$ cat src/rtl/param_restoring_divider_if.sv
// Handshake/operand bundle for param_restoring_divider.
// The sgn member and its modport entries exist only when SIGNED_DIV_EN is defined.
interface param_restoring_divider_if #(
    parameter int N = 8
);
    logic           start;
    logic [2*N-1:0] dividend;
    logic [N-1:0]   divisor;
`ifdef SIGNED_DIV_EN
    logic           sgn;
`endif
    logic [N-1:0]   quotient;
    logic [N-1:0]   remainder;
    logic           busy;
    logic           done;
    logic           div_by_zero;
    logic           overflow;

`ifdef SIGNED_DIV_EN
    modport master (output start, dividend, divisor, sgn,
                    input  quotient, remainder, busy, done, div_by_zero, overflow);
    modport slave  (input  start, dividend, divisor, sgn,
                    output quotient, remainder, busy, done, div_by_zero, overflow);
`else
    modport master (output start, dividend, divisor,
                    input  quotient, remainder, busy, done, div_by_zero, overflow);
    modport slave  (input  start, dividend, divisor,
                    output quotient, remainder, busy, done, div_by_zero, overflow);
`endif
endinterface

$ cat src/rtl/param_restoring_divider.sv
// Sequential restoring divider, 2N/N -> N quotient + N remainder, one quotient bit per clock.
// Optional two's-complement mode compiled in with `define SIGNED_DIV_EN.
//
//  state  | meaning
//  S_IDLE | waiting for start; captures operands and screens for errors
//  S_ITER | N shift/subtract iterations
//  S_FIX  | sign correction and signed range check (SIGNED_DIV_EN only)
//  S_DONE | one-cycle done pulse, results valid
module param_restoring_divider #(
    parameter int N = 8
) (
    input  logic                    i_clk,
    input  logic                    i_rst,
    param_restoring_divider_if.slave s_bus
);
    localparam int CNT_W = $clog2(N + 1);

`ifdef SIGNED_DIV_EN
    typedef enum logic [1:0] {S_IDLE, S_ITER, S_FIX, S_DONE} state_t;
`else
    typedef enum logic [1:0] {S_IDLE, S_ITER, S_DONE} state_t;
`endif

    state_t           r_state;
    logic [CNT_W-1:0] r_cnt;
    logic [N-1:0]     r_rem;
    logic [N-1:0]     r_quo;
    logic [N-1:0]     r_div;
    logic [N-1:0]     r_quotient;
    logic [N-1:0]     r_remainder;
    logic             r_busy;
    logic             r_done;
    logic             r_dbz;
    logic             r_ovf;

    logic [2*N-1:0]   w_dvd;
    logic [N-1:0]     w_dvs;
    logic             w_dvs_zero;
    logic             w_hi_ovf;
    logic [N:0]       w_shift;
    logic [N-1:0]     w_sub;
    logic             w_qbit;
    logic [N-1:0]     w_rem_next;
    logic [N-1:0]     w_quo_next;

`ifdef SIGNED_DIV_EN
    localparam logic [N-1:0] HALF = {1'b1, {(N-1){1'b0}}};
    logic r_smode;
    logic r_neg_q;
    logic r_neg_r;
    logic w_fix_ovf;

    assign w_dvd = (s_bus.sgn && s_bus.dividend[2*N-1]) ? -s_bus.dividend : s_bus.dividend;
    assign w_dvs = (s_bus.sgn && s_bus.divisor[N-1])    ? -s_bus.divisor  : s_bus.divisor;
    // negative quotients may reach 2^(N-1), positive ones only 2^(N-1)-1
    assign w_fix_ovf = r_smode && (r_neg_q ? (r_quo > HALF) : r_quo[N-1]);
`else
    assign w_dvd = s_bus.dividend;
    assign w_dvs = s_bus.divisor;
`endif

    assign w_dvs_zero = (s_bus.divisor == '0);
    assign w_hi_ovf   = (w_dvd[2*N-1:N] >= w_dvs);

    // partial remainder stays below the divisor, so its top bit is never stored
    assign w_shift    = {r_rem, r_quo[N-1]};
    assign w_qbit     = (w_shift >= {1'b0, r_div});
    assign w_sub      = w_shift[N-1:0] - r_div;
    assign w_rem_next = w_qbit ? w_sub : w_shift[N-1:0];
    assign w_quo_next = {r_quo[N-2:0], w_qbit};

    always_ff @(posedge i_clk or posedge i_rst) begin
        if (i_rst) begin
            r_state     <= S_IDLE;
            r_cnt       <= '0;
            r_rem       <= '0;
            r_quo       <= '0;
            r_div       <= '0;
            r_quotient  <= '0;
            r_remainder <= '0;
            r_busy      <= 1'b0;
            r_done      <= 1'b0;
            r_dbz       <= 1'b0;
            r_ovf       <= 1'b0;
`ifdef SIGNED_DIV_EN
            r_smode     <= 1'b0;
            r_neg_q     <= 1'b0;
            r_neg_r     <= 1'b0;
`endif
        end else begin
            case (r_state)
                S_IDLE: begin
                    if (s_bus.start) begin
                        r_dbz <= 1'b0;
                        r_ovf <= 1'b0;
`ifdef SIGNED_DIV_EN
                        r_smode <= s_bus.sgn;
                        r_neg_q <= s_bus.sgn & (s_bus.dividend[2*N-1] ^ s_bus.divisor[N-1]);
                        r_neg_r <= s_bus.sgn & s_bus.dividend[2*N-1];
`endif
                        if (w_hi_ovf) begin
                            r_dbz       <= w_dvs_zero;
                            r_ovf       <= 1'b1;
                            r_quotient  <= '1;
                            r_remainder <= '0;
                            r_done      <= 1'b1;
                            r_state     <= S_DONE;
                        end else begin
                            r_rem   <= w_dvd[2*N-1:N];
                            r_quo   <= w_dvd[N-1:0];
                            r_div   <= w_dvs;
                            r_cnt   <= CNT_W'(N);
                            r_busy  <= 1'b1;
                            r_state <= S_ITER;
                        end
                    end
                end
                S_ITER: begin
                    r_rem <= w_rem_next;
                    r_quo <= w_quo_next;
                    r_cnt <= r_cnt - CNT_W'(1);
                    if (r_cnt == CNT_W'(1)) begin
`ifdef SIGNED_DIV_EN
                        r_state <= S_FIX;
`else
                        r_busy      <= 1'b0;
                        r_done      <= 1'b1;
                        r_quotient  <= w_quo_next;
                        r_remainder <= w_rem_next;
                        r_state     <= S_DONE;
`endif
                    end
                end
`ifdef SIGNED_DIV_EN
                S_FIX: begin
                    r_busy  <= 1'b0;
                    r_done  <= 1'b1;
                    r_state <= S_DONE;
                    if (w_fix_ovf) begin
                        r_ovf       <= 1'b1;
                        r_quotient  <= '1;
                        r_remainder <= '0;
                    end else begin
                        r_quotient  <= r_neg_q ? -r_quo : r_quo;
                        r_remainder <= r_neg_r ? -r_rem : r_rem;
                    end
                end
`endif
                S_DONE: begin
                    r_done  <= 1'b0;
                    r_state <= S_IDLE;
                end
                default: r_state <= S_IDLE;
            endcase
        end
    end

    assign s_bus.quotient    = r_quotient;
    assign s_bus.remainder   = r_remainder;
    assign s_bus.busy        = r_busy;
    assign s_bus.done        = r_done;
    assign s_bus.div_by_zero = r_dbz;
    assign s_bus.overflow    = r_ovf;
endmodule
$ cat src/flat_wrapper.sv
// flat-port wrapper written by rule: the top's interface ports become plain ports
module param_restoring_divider_flat 
#(
    parameter int N = 8
)
  (i_clk, i_rst, s_bus_start, s_bus_dividend, s_bus_divisor, s_bus_quotient, s_bus_remainder, s_bus_busy, s_bus_done, s_bus_div_by_zero, s_bus_overflow);
  param_restoring_divider_if #(.N(N)) s_bus_i ();
  input  logic i_clk;
  input  logic i_rst;
  input wire logic [$bits(s_bus_i.start)-1:0] s_bus_start;
  input wire logic [$bits(s_bus_i.dividend)-1:0] s_bus_dividend;
  input wire logic [$bits(s_bus_i.divisor)-1:0] s_bus_divisor;
  output wire logic [$bits(s_bus_i.quotient)-1:0] s_bus_quotient;
  output wire logic [$bits(s_bus_i.remainder)-1:0] s_bus_remainder;
  output wire logic [$bits(s_bus_i.busy)-1:0] s_bus_busy;
  output wire logic [$bits(s_bus_i.done)-1:0] s_bus_done;
  output wire logic [$bits(s_bus_i.div_by_zero)-1:0] s_bus_div_by_zero;
  output wire logic [$bits(s_bus_i.overflow)-1:0] s_bus_overflow;
  assign s_bus_i.start = s_bus_start;
  assign s_bus_i.dividend = s_bus_dividend;
  assign s_bus_i.divisor = s_bus_divisor;
  assign s_bus_quotient = s_bus_i.quotient;
  assign s_bus_remainder = s_bus_i.remainder;
  assign s_bus_busy = s_bus_i.busy;
  assign s_bus_done = s_bus_i.done;
  assign s_bus_div_by_zero = s_bus_i.div_by_zero;
  assign s_bus_overflow = s_bus_i.overflow;
  param_restoring_divider #(.N(N)) u_core (.i_clk(i_clk), .i_rst(i_rst), .s_bus(s_bus_i));
endmodule
$ cat config.mk
export PLATFORM = sky130hd
export DESIGN_NAME = param_restoring_divider_flat
export DESIGN_NICKNAME = d
export VERILOG_FILES = /design/src/rtl/param_restoring_divider_if.sv /design/src/rtl/param_restoring_divider.sv /design/src/flat_wrapper.sv
export SDC_FILE = /design/constraint.sdc
export NUM_CORES = 1
export LEC_CHECK = 0
export ABC_CLOCK_PERIOD_IN_PS = 2500
export CORE_MARGIN = 5
export CORE_UTILIZATION = 45
export DETAILED_ROUTE_END_ITERATION = 8
export PLACE_DENSITY = 0.69
export RECOVER_POWER = 25
export SETUP_SLACK_MARGIN = 0.1
export SLEW_MARGIN = 20
export SYNTH_ARGS = -nofsm -noshare
export SYNTH_HDL_FRONTEND = slang
export SYNTH_SLANG_ARGS = --single-unit
$ cat constraint.sdc
create_clock -name i_clk -period 2.5 [get_ports i_clk]
set_input_delay 0.5 -clock i_clk [delete_from_list [all_inputs] [get_ports i_clk]]
set_output_delay 0.5 -clock i_clk [all_outputs]
set_load 0.1 [all_outputs]
==> results of run 1 <==
layer usage:
metal	global-route usage, %	part of all wire (%)
met5	0	0
met4	6.20	3.5
met3	3.51	4.0
met2	31.0	48
met1	24.0	45
state kept, by name, indices dropped and copies added (netlist names):
name and cells:
u_core.r_div 8, u_core.s_bus.overflow 1, u_core.s_bus.remainder 8, u_core.r_state 2, u_core.s_bus.busy 1, u_core.s_bus.div_by_zero 1
u_core.s_bus.done 1, u_core.r_rem 8, u_core.s_bus.quotient 8, u_core.r_cnt 4, u_core.r_quo 8
layout make-up:
cell class | instances | area (sq um)
Clock buffer | 5 | 68.8
Clock inverter | 3 | 22.5
Inverter | 29 | 111
Multi-Input combinational cell | 217 | 1590
Tap cell | 77 | 96.3
Fill cell | 530 | 2430
Sequential cell | 50 | 1250
Timing Repair Buffer | 81 | 711
per-stage QoR:
| stage | cell area (sq um) | setup slack, ns | cells | power (mW) | util, % |
|---|---|---|---|---|---|
| global placement | 3630 | -0.245 | 454 | 5.03 | 57.8 |
| detailed placement | 3630 | -0.320 | 454 | 5.11 | 57.8 |
| CTS | 3730 | 0.0888 | 462 | 5.63 | 59.5 |
| floorplan | 2890 | 0.228 | 308 | 4.09 | - |
| global route | 3850 | -0.00528 | 462 | 6.16 | 61.4 |
| finish | 3850 | 0.0950 | 462 | 5.70 | 61.4 |
worst paths after layout:
path	startpoint	to	slack, ns	depth (start not counted)
max in group asynchronous	i_rst	u_core.r_quo[0]$_DFFE_PP0P_	0.72	3
min	u_core.s_bus.remainder[1]$_DFFE_PP0P_	u_core.s_bus.remainder[1]$_DFFE_PP0P_	0.50	1
min reg2reg	u_core.s_bus.remainder[1]$_DFFE_PP0P_	u_core.s_bus.remainder[1]$_DFFE_PP0P_	0.50	1
max	s_bus_divisor[1]	u_core.s_bus.remainder[6]$_DFFE_PP0P_	0.09	10
max reg2reg	u_core.r_rem[2]$_DFFE_PP0P_	u_core.s_bus.remainder[6]$_DFFE_PP0P_	0.23	8
min in group asynchronous	i_rst	u_core.r_cnt[1]$_DFFE_PP0P_	1.04	3
cell usage after synthesis (4+ instances only):
library cell,number
nor2_1,28
o21ai_0,37
o2bb2ai_1,5
nor2b_1,6
a22oi_1,4
buf_2,5
dfrtp_1,50
nand2_1,29
nand2b_1,5
clkbuf_1,5
inv_1,28
a21oi_1,17
mux2i_1,12
ha_1,18
kinds of logic (layout without fill, tap and decap cells):
group,Yosys count,count (layout),synth area share (%)
xor+xnor,3,3,0.910
flops,50,50,43.3
mux,15,15,5.59
buf+inv,41,118,6.07
simple gates,88,88,14.3
fa+ha+maj,19,19,8.50
compound gates,92,92,21.2
layout by cell type, fill, tap and decap left out, types with 4 or more instances in the layout:
| cell type | count |
|---|---|
| a21oi_1 | 15 |
| a22oi_1 | 4 |
| buf_4 | 52 |
| clkbuf_8 | 5 |
| clkdlybuf4s50_1 | 19 |
| dfrtp_1 | 50 |
| dlymetal6s2s_1 | 6 |
| ha_1 | 13 |
| ha_4 | 4 |
| inv_1 | 25 |
| mux2i_1 | 12 |
| nand2_1 | 28 |
| nand2b_1 | 5 |
| nor2_1 | 22 |
| nor2_2 | 4 |
| nor2b_1 | 5 |
| o21ai_0 | 35 |
| o2bb2ai_1 | 5 |
repair_timing:
item,in CTS,in global routing
pin swaps,1,8
cloned,0,0
resized for setup,4,33
setup endpoints to repair,34,48
power breakdown:
part | internal, mW | leakage (nW) | switching, mW
combinational | 1.45 | 1.17 | 2.32
sequential | 1.16 | 0.602 | 0.275
clock | 0.203 | 0.0489 | 0.290
total | 2.81 | 1.82 | 2.89
==> impl_table.tex, run 1 <==
\begin{tabular}{lr}
\hline
Metric & Value \\
\hline
\multicolumn{2}{l}{\textbf{Status}} \\
Status & complete, no violations \\
\multicolumn{2}{l}{\textbf{Timing}} \\
Tmin final & between 2 and 2.5 ns \\
Final Skew & 0.00538 ns \\
Hold slack final & between 0.5 and 0.6 ns \\
Final Setup Violations & 0 \\
Worst slew margin relative to its limit & 17.2\% \\
Final total negative setup slack & 0 ns \\
Pins Over Slew Limit & 0 \\
Max Clock Freq & $\sim$420 MHz \\
Portion of the clock cycle consumed by the worst path in the final layout & around 96\% \\
Number of hold-slack violations in the final timing report & 0 \\
Transition time of the tightest slew-check pin & approximately 1.2 ns \\
Unrepaired setup endpoints after global routing & yes \\
\multicolumn{2}{l}{\textbf{Floorplanning}} \\
Die Height & about 90 um \\
Standard-cell row count & 29 \\
Placeable core region & about 6300 sq um \\
Number of I/O pins & 47 \\
Die Width & roughly 90 um \\
Initial standard-cell utilization of the core & 46.0\% \\
Floorplan die area & approximately 8000 sq um \\
\multicolumn{2}{l}{\textbf{Yosys}} \\
Cell count after synthesis & about 310 \\
Synth cell types & 59 \\
Library cell occupying the most area in the post-synthesis netlist & dfrtp\_1 \\
Dominant synthesized flop cell & dfrtp\_1 \\
Count of flip-flops with a built-in enable after synthesis & 0 \\
Area share of the largest cell type after synthesis & between 40\% and 50\% \\
Share of the yosys chip area belonging to registers & 43.3\% \\
Ranking of synthesized cells by area & dfrtp\_1 (43\%), ha\_1 (7.8\%), o21ai\_0 (6.4\%), mux2i\_1 (4.2\%), nand2\_1 (3.8\%) \\
\#FFs+latches synth & 50 \\
Netlist area before placement & around 2900 sq um \\
Post-synth ARST share & 100\% \\
Yosys warnings & 0 \\
Post-Syn Nets & 354 \\
Average footprint of a synthesized cell & about 9.4 sq um \\
\multicolumn{2}{l}{\textbf{Clocking}} \\
Number of hold-repair buffers added at the cts stage & 0 \\
Clock root cell & clkbuf\_8 \\
Clock-pin slew on the worst setup and hold paths & 0.10 ns \\
Number of buffers added for setup after CTS & 0 \\
Clock net sink count & 50 \\
TritonCTS clock tree & built \\
Insertion delay of the later-clocked pin in the worst-skew pair & 0.30 ns \\
Clock Tree Buf Depth & 2 \\
Number of buffers added by the clock tree synthesis step & 5 \\
H-tree levels & 2 \\
\multicolumn{2}{l}{\textbf{Routing}} \\
Average wire per standard cell & $\sim$16 um \\
DRC violations left & 0 \\
Number of violations reported at the end of detailed-routing iteration 0 & 159 \\
Drt total wl & between 7 and 8 mm \\
Post-detailed-route via-to-cell ratio & $\sim$5.4 \\
Number of nets with antenna violations after detailed routing & 0 \\
Vias after detailed routing & around 2500 \\
Number of iterations in the first detailed-routing pass & 4 \\
\multicolumn{2}{l}{\textbf{Final layout}} \\
Diodes inserted & 0 \\
Fin nets & 430 \\
Fraction of layout instances using a drive strength above 1 & approximately a quarter \\
Layout area overhead & 33.4\% \\
\multicolumn{2}{l}{\textbf{Worst setup path}} \\
CP Data Arrival Time & approximately 2.6 ns \\
CP max FO & 6 \\
Crit end category & flip-flop \\
Setup Crit Path Kind & in2reg \\
Slowest cell on the critical path & clkdlybuf4s50\_1 \\
Worst stage delay on the critical path & 0.48 ns \\
CP required & around 2.7 ns \\
CP cell instances & clkdlybuf4s50\_1, inv\_1, ha\_1, a211oi\_2, o21ai\_2, a211oi\_4, nor2\_4, o21ai\_4, inv\_4, mux2\_4 \\
Setup crit start kind & input port \\
Worst path top cell family by delay & compound AO/OA/AOI/OAI gates \\
Buffers and inverters on the worst path & 3 \\
\multicolumn{2}{l}{\textbf{Placement}} \\
Port bufs & 46 \\
Placer congestion estimate & $\sim$0.84 \\
Final HPWL DP & around 5.5 mm \\
\multicolumn{2}{l}{\textbf{Global routing}} \\
Aggregate global-route resource usage & a little under a fifth \\
Total global routing overflow & 0 \\
Via count of the first global-routing pass & about 2600 \\
Number of antenna violations at the first check in global routing & 0 \\
Maximum number of pins on one net before global-route repair & 51 \\
Global-route wire length before repair & 12.6 mm \\
\multicolumn{2}{l}{\textbf{Pwr}} \\
Standby leakage power & between 1.5 and 2 nW \\
Maximum vdd ir drop & 1.06 mV \\
PD cells & 1480 nW/um\^{}2 \\
\multicolumn{2}{l}{\textbf{Hold path}} \\
Class of the most critical hold timing path & reg2reg \\
\multicolumn{2}{l}{\textbf{Run}} \\
Maxcap violations & 0 \\
\hline
\end{tabular}
Power figures use the tool's default switching activity.
==> run 2, diff against run 1 <==
Settings changed: CORE_MARGIN 5 to 1.
==> run 2 against run 1 <==
Effect of this change:
- clock power rose by 17%
- sequential share of layout area decreased by 0.53 points
- critical path type unchanged
- sequential power about the same
==> impl_table.tex, run 2 (synthesized netlist as in run 1, its figures left out) <==
\begin{tabular}{lr}
\hline
Metric & Value \\
\hline
\multicolumn{2}{l}{\textbf{Status}} \\
Status & complete, no violations \\
\multicolumn{2}{l}{\textbf{Pwr}} \\
Maximum vdd ir drop & 0.813 mV (-23\%) \\
Design Power & 5.82 mW (+2.1\%) \\
PD cells & 1490 nW/um\^{}2 (+0.45\%) \\
Standby leakage power & 1.87 nW (+2.7\%) \\
\multicolumn{2}{l}{\textbf{Timing}} \\
Final Skew & 0.00294 ns (-0.00244 ns) \\
Hold slack final & 0.499 ns (-0.00292 ns) \\
Number of hold-slack violations in the final timing report & 0 (unchanged) \\
Pins Over Slew Limit & 0 (unchanged) \\
Final Setup Violations & 0 (unchanged) \\
Worst slew margin relative to its limit & 19.0\% (+1.8 points) \\
Max Clock Freq & 432 MHz (+4.0\%) \\
Tmin final & 2.31 ns (-0.0920 ns) \\
Transition time of the tightest slew-check pin & 1.21 ns (-0.0277 ns) \\
Final total negative setup slack & 0 ns (unchanged) \\
Unrepaired setup endpoints after global routing & no \\
Portion of the clock cycle consumed by the worst path in the final layout & 92.5\% (-3.7 points) \\
\multicolumn{2}{l}{\textbf{Routing}} \\
Number of violations reported at the end of detailed-routing iteration 0 & 112 (-30\%) \\
Routed length on met3 & 311 um (+3.3\%) \\
Average wire per standard cell & 15.4 um (-4.3\%) \\
DRC violations left & 0 (unchanged) \\
Number of nets with antenna violations after detailed routing & 0 (unchanged) \\
Post-detailed-route via-to-cell ratio & 5.29 (-1.8\%) \\
Top layer used by detailed routing & met4 \\
Detail Route met2 WL & 3.46 mm (-2.9\%) \\
Drt total wl & 7.11 mm (-4.5\%) \\
Vias after detailed routing & 2437 (-2.0\%) \\
Number of iterations in the first detailed-routing pass & 4 (unchanged) \\
Wire length on met1 & 3.30 mm (-0.57\%) \\
\multicolumn{2}{l}{\textbf{Global routing}} \\
Aggregate global-route resource usage & 22.4\% (+3.9 points) \\
Via count of the first global-routing pass & 2350 (-11\%) \\
Total global routing overflow & 0 (unchanged) \\
Maximum number of pins on one net before global-route repair & 51 (unchanged) \\
Number of antenna violations at the first check in global routing & 0 (unchanged) \\
Global-route wire length before repair & 11.4 mm (-9.6\%) \\
\multicolumn{2}{l}{\textbf{Clocking}} \\
Clock root cell & clkbuf\_8 \\
TritonCTS clock tree & built \\
Number of hold-repair buffers added at the cts stage & 0 (unchanged) \\
Insertion delay of the later-clocked pin in the worst-skew pair & 0.30 ns (about the same) \\
Clock net sink count & 50 (unchanged) \\
Number of buffers added by the clock tree synthesis step & 5 (unchanged) \\
H-tree levels & 2 (unchanged) \\
Clock Tree Buf Depth & 2 (unchanged) \\
Clock-pin slew on the worst setup and hold paths & 0.10 ns (about the same) \\
\multicolumn{2}{l}{\textbf{Placement}} \\
Placer congestion estimate & 0.855 (+2.1\%) \\
Port bufs & 46 (unchanged) \\
Total placed cells including tap cells & 450 (-0.88\%) \\
Final HPWL DP & 5.23 mm (-5.7\%) \\
\multicolumn{2}{l}{\textbf{Worst setup path}} \\
CP required & 2.69 ns (about the same) \\
Setup Crit Path Kind & in2reg \\
CP Data Arrival Time & 2.50 ns (-0.09 ns) \\
Setup crit start kind & input port \\
Crit end category & flip-flop \\
CP max FO & 8 (+2) \\
\multicolumn{2}{l}{\textbf{Final layout}} \\
Post-layout instance count excluding filler cells & 461 (-0.22\%) \\
Final core occ & 64.6\% (+3.2 points) \\
Layout area overhead & 35.6\% \\
Fin nets & 431 (+0.23\%) \\
Fraction of layout instances using a drive strength above 1 & 26.9\% (+0.71 points) \\
Diodes inserted & 0 (unchanged) \\
Commonest non-fill, non-tap cell in the layout & buf\_4 \\
Most frequent cells in the layout & buf\_4 (52), dfrtp\_1 (50), o21ai\_0 (35), nand2\_1 (28), inv\_1 (23) \\
\multicolumn{2}{l}{\textbf{Floorplanning}} \\
Floorplan die area & 6740 sq um (-17\%) \\
Initial standard-cell utilization of the core & 47.6\% (+1.6 points) \\
Die Height & 82.1 um (-8.9\%) \\
Standard-cell row count & 28 (-3.4\%) \\
Number of I/O pins & 47 (unchanged) \\
Die Width & 82.1 um (-8.9\%) \\
Placeable core region & 6060 sq um (-3.4\%) \\
\multicolumn{2}{l}{\textbf{Hold path}} \\
Class of the most critical hold timing path & reg2reg \\
\multicolumn{2}{l}{\textbf{Run}} \\
Maxcap violations & 0 (unchanged) \\
\hline
\end{tabular}
==> run 2: cell types whose count changed in the layout (fill, tap and decap cells not counted), moves of 2 or more <==
| cell | delta |
|---|---|
| nor2_1 | -2 |
| clkdlybuf4s50_1 | -5 |
| inv_6 | -2 |
| nor2_2 | +3 |
| dlymetal6s2s_1 | +5 |
| inv_1 | -2 |
| inv_2 | +2 |
==> run 2: worst paths after layout <==
path / cells after the start / slack (ns) / start / end
min in group asynchronous: 3 / 1.04 / i_rst / u_core.s_bus.busy$_DFFE_PP0P_
worst max-delay path: 9 / 0.19 / s_bus_divisor[0] / u_core.s_bus.remainder[6]$_DFFE_PP0P_
max in group asynchronous: 3 / 0.73 / i_rst / u_core.r_div[6]$_DFFE_PP0P_
worst min-delay path: 1 / 0.50 / u_core.s_bus.remainder[1]$_DFFE_PP0P_ / u_core.s_bus.remainder[1]$_DFFE_PP0P_
worst min register to register: 1 / 0.50 / u_core.s_bus.remainder[1]$_DFFE_PP0P_ / u_core.s_bus.remainder[1]$_DFFE_PP0P_
worst max register to register: 8 / 0.20 / u_core.r_div[0]$_DFFE_PP0P_ / u_core.s_bus.remainder[6]$_DFFE_PP0P_
==> run 2: cell type report <==
cell class                      count  area, sq um
Fill cell                         508         2150
Inverter                           29          114
Clock buffer                        6         72.6
Clock inverter                      2         37.5
Sequential cell                    50         1250
Tap cell                           75         93.8
Timing Repair Buffer               82          748
Multi-Input combinational cell    217         1600
==> run 2: critical path, stage by stage <==
cell	delay [ns]
clkdlybuf4s50_1	0.44
ha_1	0.31
nor2b_1	0.14
o21ai_2	0.11
a211oi_4	0.29
nor2_2	0.09
o21ai_4	0.17
clkinv_4	0.13
mux2_4	0.31
==> run 2: power by group <==
part | switching, mW | total, mW | leakage (nW) | internal (mW)
Sequential | 0.279 | 1.44 | 0.602 | 1.16
Clock | 0.280 | 0.579 | 0.0514 | 0.299
Combinational | 2.32 | 3.80 | 1.22 | 1.48
==> run 2: what timing repair did <==
action / 4_1_cts / 5_1_grt
resized for setup: 4 / 42
gates cloned: 0 / 1
pin swaps: 6 / 8
setup buffers: 1 / 1
endpoints found under the setup margin: 26 / 34
==> run 2: metal layers <==
layer | global-route usage (%) | vias to the layer above
met5 | 0 | -
met4 | 4.04 | 0
met3 | 3.74 | 4
met2 | 37.9 | 62
met1 | 30.4 | 1146
li1 | - | 1225
==> run 2: stage by stage <==
stage,instance area (sq um),setup WS [ns]
2_1_floorplan,2890,0.228
3_3_place_gp,3610,-0.251
3_5_place_dp,3610,-0.284
4_1_cts,3750,0.104
5_1_grt,3920,0.0855
6_report,3920,0.187
==> run 3, diff against run 2 <==
Settings changed: CAP_MARGIN set to 20, SETUP_SLACK_MARGIN 0.1 to not set.
==> run 3 against run 2 <==
Effect of this change:
- critical endpoint is now u_core.r_rem[2]$_DFFE_PP0P_
- hold slack lost 0.0011 ns
- power down 3.3%
- largest power group unchanged
- highest routed layer unchanged
- register-to-register slack worse by 0.03 ns
- clock-buffer cell count stayed put
- clock skew hardly changed
- cell count shrank 0.43%
- core utilization decreased by 2.6 points
- critical path type unchanged
- flip-flop and latch count unchanged
- fmax decreased by 3.9%
- die area unchanged
==> impl_table.tex, run 3 (synthesized netlist as in run 1, its figures left out) <==
\begin{tabular}{lr}
\hline
Metric & Value \\
\hline
\multicolumn{2}{l}{\textbf{Placement}} \\
Total placed cells including tap cells & 450 (unchanged) \\
Final HPWL DP & 5.23 mm (unchanged) \\
Post-placement cell area & 3610 sq um (unchanged) \\
Port bufs & 46 (unchanged) \\
Placer congestion estimate & 0.855 (unchanged) \\
\multicolumn{2}{l}{\textbf{Pwr}} \\
Maximum vdd ir drop & 0.799 mV (-1.8\%) \\
PD cells & 1500 nW/um\^{}2 (+0.73\%) \\
Standby leakage power & 1.76 nW (-6.0\%) \\
\multicolumn{2}{l}{\textbf{Clocking}} \\
TritonCTS clock tree & built \\
Clock net sink count & 50 (unchanged) \\
Number of buffers added by the clock tree synthesis step & 5 (unchanged) \\
Insertion delay of the later-clocked pin in the worst-skew pair & 0.29 ns (about the same) \\
Clock root cell & clkbuf\_8 \\
Clock Tree Buf Depth & 2 (unchanged) \\
H-tree levels & 2 (unchanged) \\
Clock-pin slew on the worst setup and hold paths & 0.09 ns (about the same) \\
\multicolumn{2}{l}{\textbf{Worst setup path}} \\
CP cell instances & clkdlybuf4s50\_1, inv\_1, ha\_1, nand4\_1, nor2\_1, a211oi\_4, and2\_1, buf\_12, a22o\_1, a21o\_1 \\
Worst path top cell family by delay & buffers and inverters \\
Setup crit start kind & input port \\
Setup Crit Path Kind & in2reg \\
CP required & 2.70 ns (about the same) \\
Worst stage delay on the critical path & 0.49 ns (+0.05 ns) \\
CP max FO & 12 (+4) \\
Crit end category & flip-flop \\
Buffers and inverters on the worst path & 3 (+1) \\
Slowest cell on the critical path & clkdlybuf4s50\_1 \\
CP Data Arrival Time & 2.60 ns (+0.10 ns) \\
\multicolumn{2}{l}{\textbf{Floorplanning}} \\
Standard-cell row count & 28 (unchanged) \\
Floorplan die area & 6740 sq um (unchanged) \\
Die Width & 82.1 um (unchanged) \\
Initial standard-cell utilization of the core & 47.6\% (unchanged) \\
Die Height & 82.1 um (unchanged) \\
Placeable core region & 6060 sq um (unchanged) \\
Number of I/O pins & 47 (unchanged) \\
\multicolumn{2}{l}{\textbf{Timing}} \\
Max Clock Freq & 415 MHz (-3.9\%) \\
Worst slew margin relative to its limit & 19.3\% (+0.22 points) \\
Pins Over Slew Limit & 0 (unchanged) \\
Tmin final & 2.41 ns (+0.0943 ns) \\
Number of hold-slack violations in the final timing report & 0 (unchanged) \\
Final Skew & 0.00291 ns (-0.0000297 ns) \\
Final total negative setup slack & 0 ns (unchanged) \\
Portion of the clock cycle consumed by the worst path in the final layout & 96.3\% (+3.8 points) \\
Transition time of the tightest slew-check pin & 1.21 ns (-0.00331 ns) \\
Hold slack final & 0.498 ns (-0.00110 ns) \\
Final Setup Violations & 0 (unchanged) \\
\multicolumn{2}{l}{\textbf{Final layout}} \\
Fraction of layout instances using a drive strength above 1 & 21.4\% (-5.6 points) \\
Fin nets & 429 (-0.46\%) \\
Diodes inserted & 0 (unchanged) \\
Layout area overhead & 30.2\% \\
Commonest non-fill, non-tap cell in the layout & buf\_4 \\
Most frequent cells in the layout & buf\_4 (51), dfrtp\_1 (50), o21ai\_0 (36), nand2\_1 (29), inv\_1 (27) \\
Final std cell area, no fill & 3760 sq um (-4.0\%) \\
Post-layout instance count excluding filler cells & 459 (-0.43\%) \\
\multicolumn{2}{l}{\textbf{Status}} \\
Status & complete, no violations \\
\multicolumn{2}{l}{\textbf{Routing}} \\
Drt total wl & 6.86 mm (-3.4\%) \\
Post-detailed-route via-to-cell ratio & 5.17 (-2.2\%) \\
Number of violations reported at the end of detailed-routing iteration 0 & 124 (+11\%) \\
Vias after detailed routing & 2374 (-2.6\%) \\
Average wire per standard cell & 15.0 um (-3.0\%) \\
Number of nets with antenna violations after detailed routing & 0 (unchanged) \\
DRC violations left & 0 (unchanged) \\
Number of iterations in the first detailed-routing pass & 4 (unchanged) \\
\multicolumn{2}{l}{\textbf{Global routing}} \\
Aggregate global-route resource usage & 22.3\% (-0.12 points) \\
Number of antenna violations at the first check in global routing & 0 (unchanged) \\
Total global routing overflow & 0 (unchanged) \\
Via count of the first global-routing pass & 2339 (-0.47\%) \\
Maximum number of pins on one net before global-route repair & 51 (unchanged) \\
Global-route wire length before repair & 11.3 mm (-0.43\%) \\
\multicolumn{2}{l}{\textbf{Run}} \\
Maxcap violations & 0 (unchanged) \\
\multicolumn{2}{l}{\textbf{Hold path}} \\
Class of the most critical hold timing path & reg2reg \\
\hline
\end{tabular}
[run 3: cell count changes in the layout (fill, tap and decap cells not counted), moves of 2 or more]
cell	before	now
a21oi_2	4	2
ha_1	12	16
nor2_1	20	26
inv_2	4	0
inv_1	23	27
nor2_2	7	2
ha_4	5	2
dlymetal6s2s_1	11	0
clkdlybuf4s50_1	14	25
a21oi_1	14	16
[run 3: cell type report]
type | instances | area (sq um)
multi-input cells | 217 | 1500
well taps | 75 | 93.8
flip-flops and latches | 50 | 1250
clock inverters | 2 | 37.5
clock buffers | 6 | 72.6
repair buffers | 80 | 688
fillers | 525 | 2300
inverters | 29 | 111
[run 3: path summary, 6_finish.rpt]
kind / depth (start not counted) / slack (ns) / from / to
max in group asynchronous: 3 / 0.74 / i_rst / u_core.r_div[6]$_DFFE_PP0P_
max: 10 / 0.09 / s_bus_divisor[7] / u_core.r_rem[2]$_DFFE_PP0P_
min reg2reg: 1 / 0.50 / u_core.s_bus.remainder[1]$_DFFE_PP0P_ / u_core.s_bus.remainder[1]$_DFFE_PP0P_
max reg2reg: 8 / 0.17 / u_core.r_div[0]$_DFFE_PP0P_ / u_core.s_bus.remainder[6]$_DFFE_PP0P_
min in group asynchronous: 3 / 1.04 / i_rst / u_core.s_bus.busy$_DFFE_PP0P_
min: 1 / 0.50 / u_core.s_bus.remainder[1]$_DFFE_PP0P_ / u_core.s_bus.remainder[1]$_DFFE_PP0P_
[run 3: what timing repair did]
action / CTS / global route
resized for setup: 0 / 8
buffers inserted: 0 / 1
hold buffers: 0 / 0
endpoints found under the setup margin: 0 / 30
[run 3: report_power, final]
group          leakage (nW)  switching [mW]  internal (mW)
clock network        0.0514           0.278          0.299
registers             0.602           0.273           1.16
logic                  1.11            2.24           1.38
[run 3: worst register-to-register path: cells and delay by family (launching register included)]
family	cells	cell delay (ns)
AO/OA/AOI/OAI	3	0.57
adder cells (fa/ha/maj)	2	0.66
flip-flops	1	0.43
multiplexers	2	0.42
AND/OR/NAND/NOR	1	0.19
[run 3: per-layer routing]
metal,track usage (%),part of all wire [%]
met1,30.3,48
met2,37.9,48
met3,3.74,3.7
met4,3.33,0.52
met5,0,0
[run 3: through the flow]
stage	total power [mW]	util (%)	setup WS, ns
2_1_floorplan	4.09	-	0.228
3_3_place_gp	4.97	59.6	-0.251
6_report	5.62	62.0	0.0927
4_1_cts	5.63	61.4	0.0259
5_1_grt	6.07	62.0	-0.0239
3_5_place_dp	5.02	59.6	-0.284
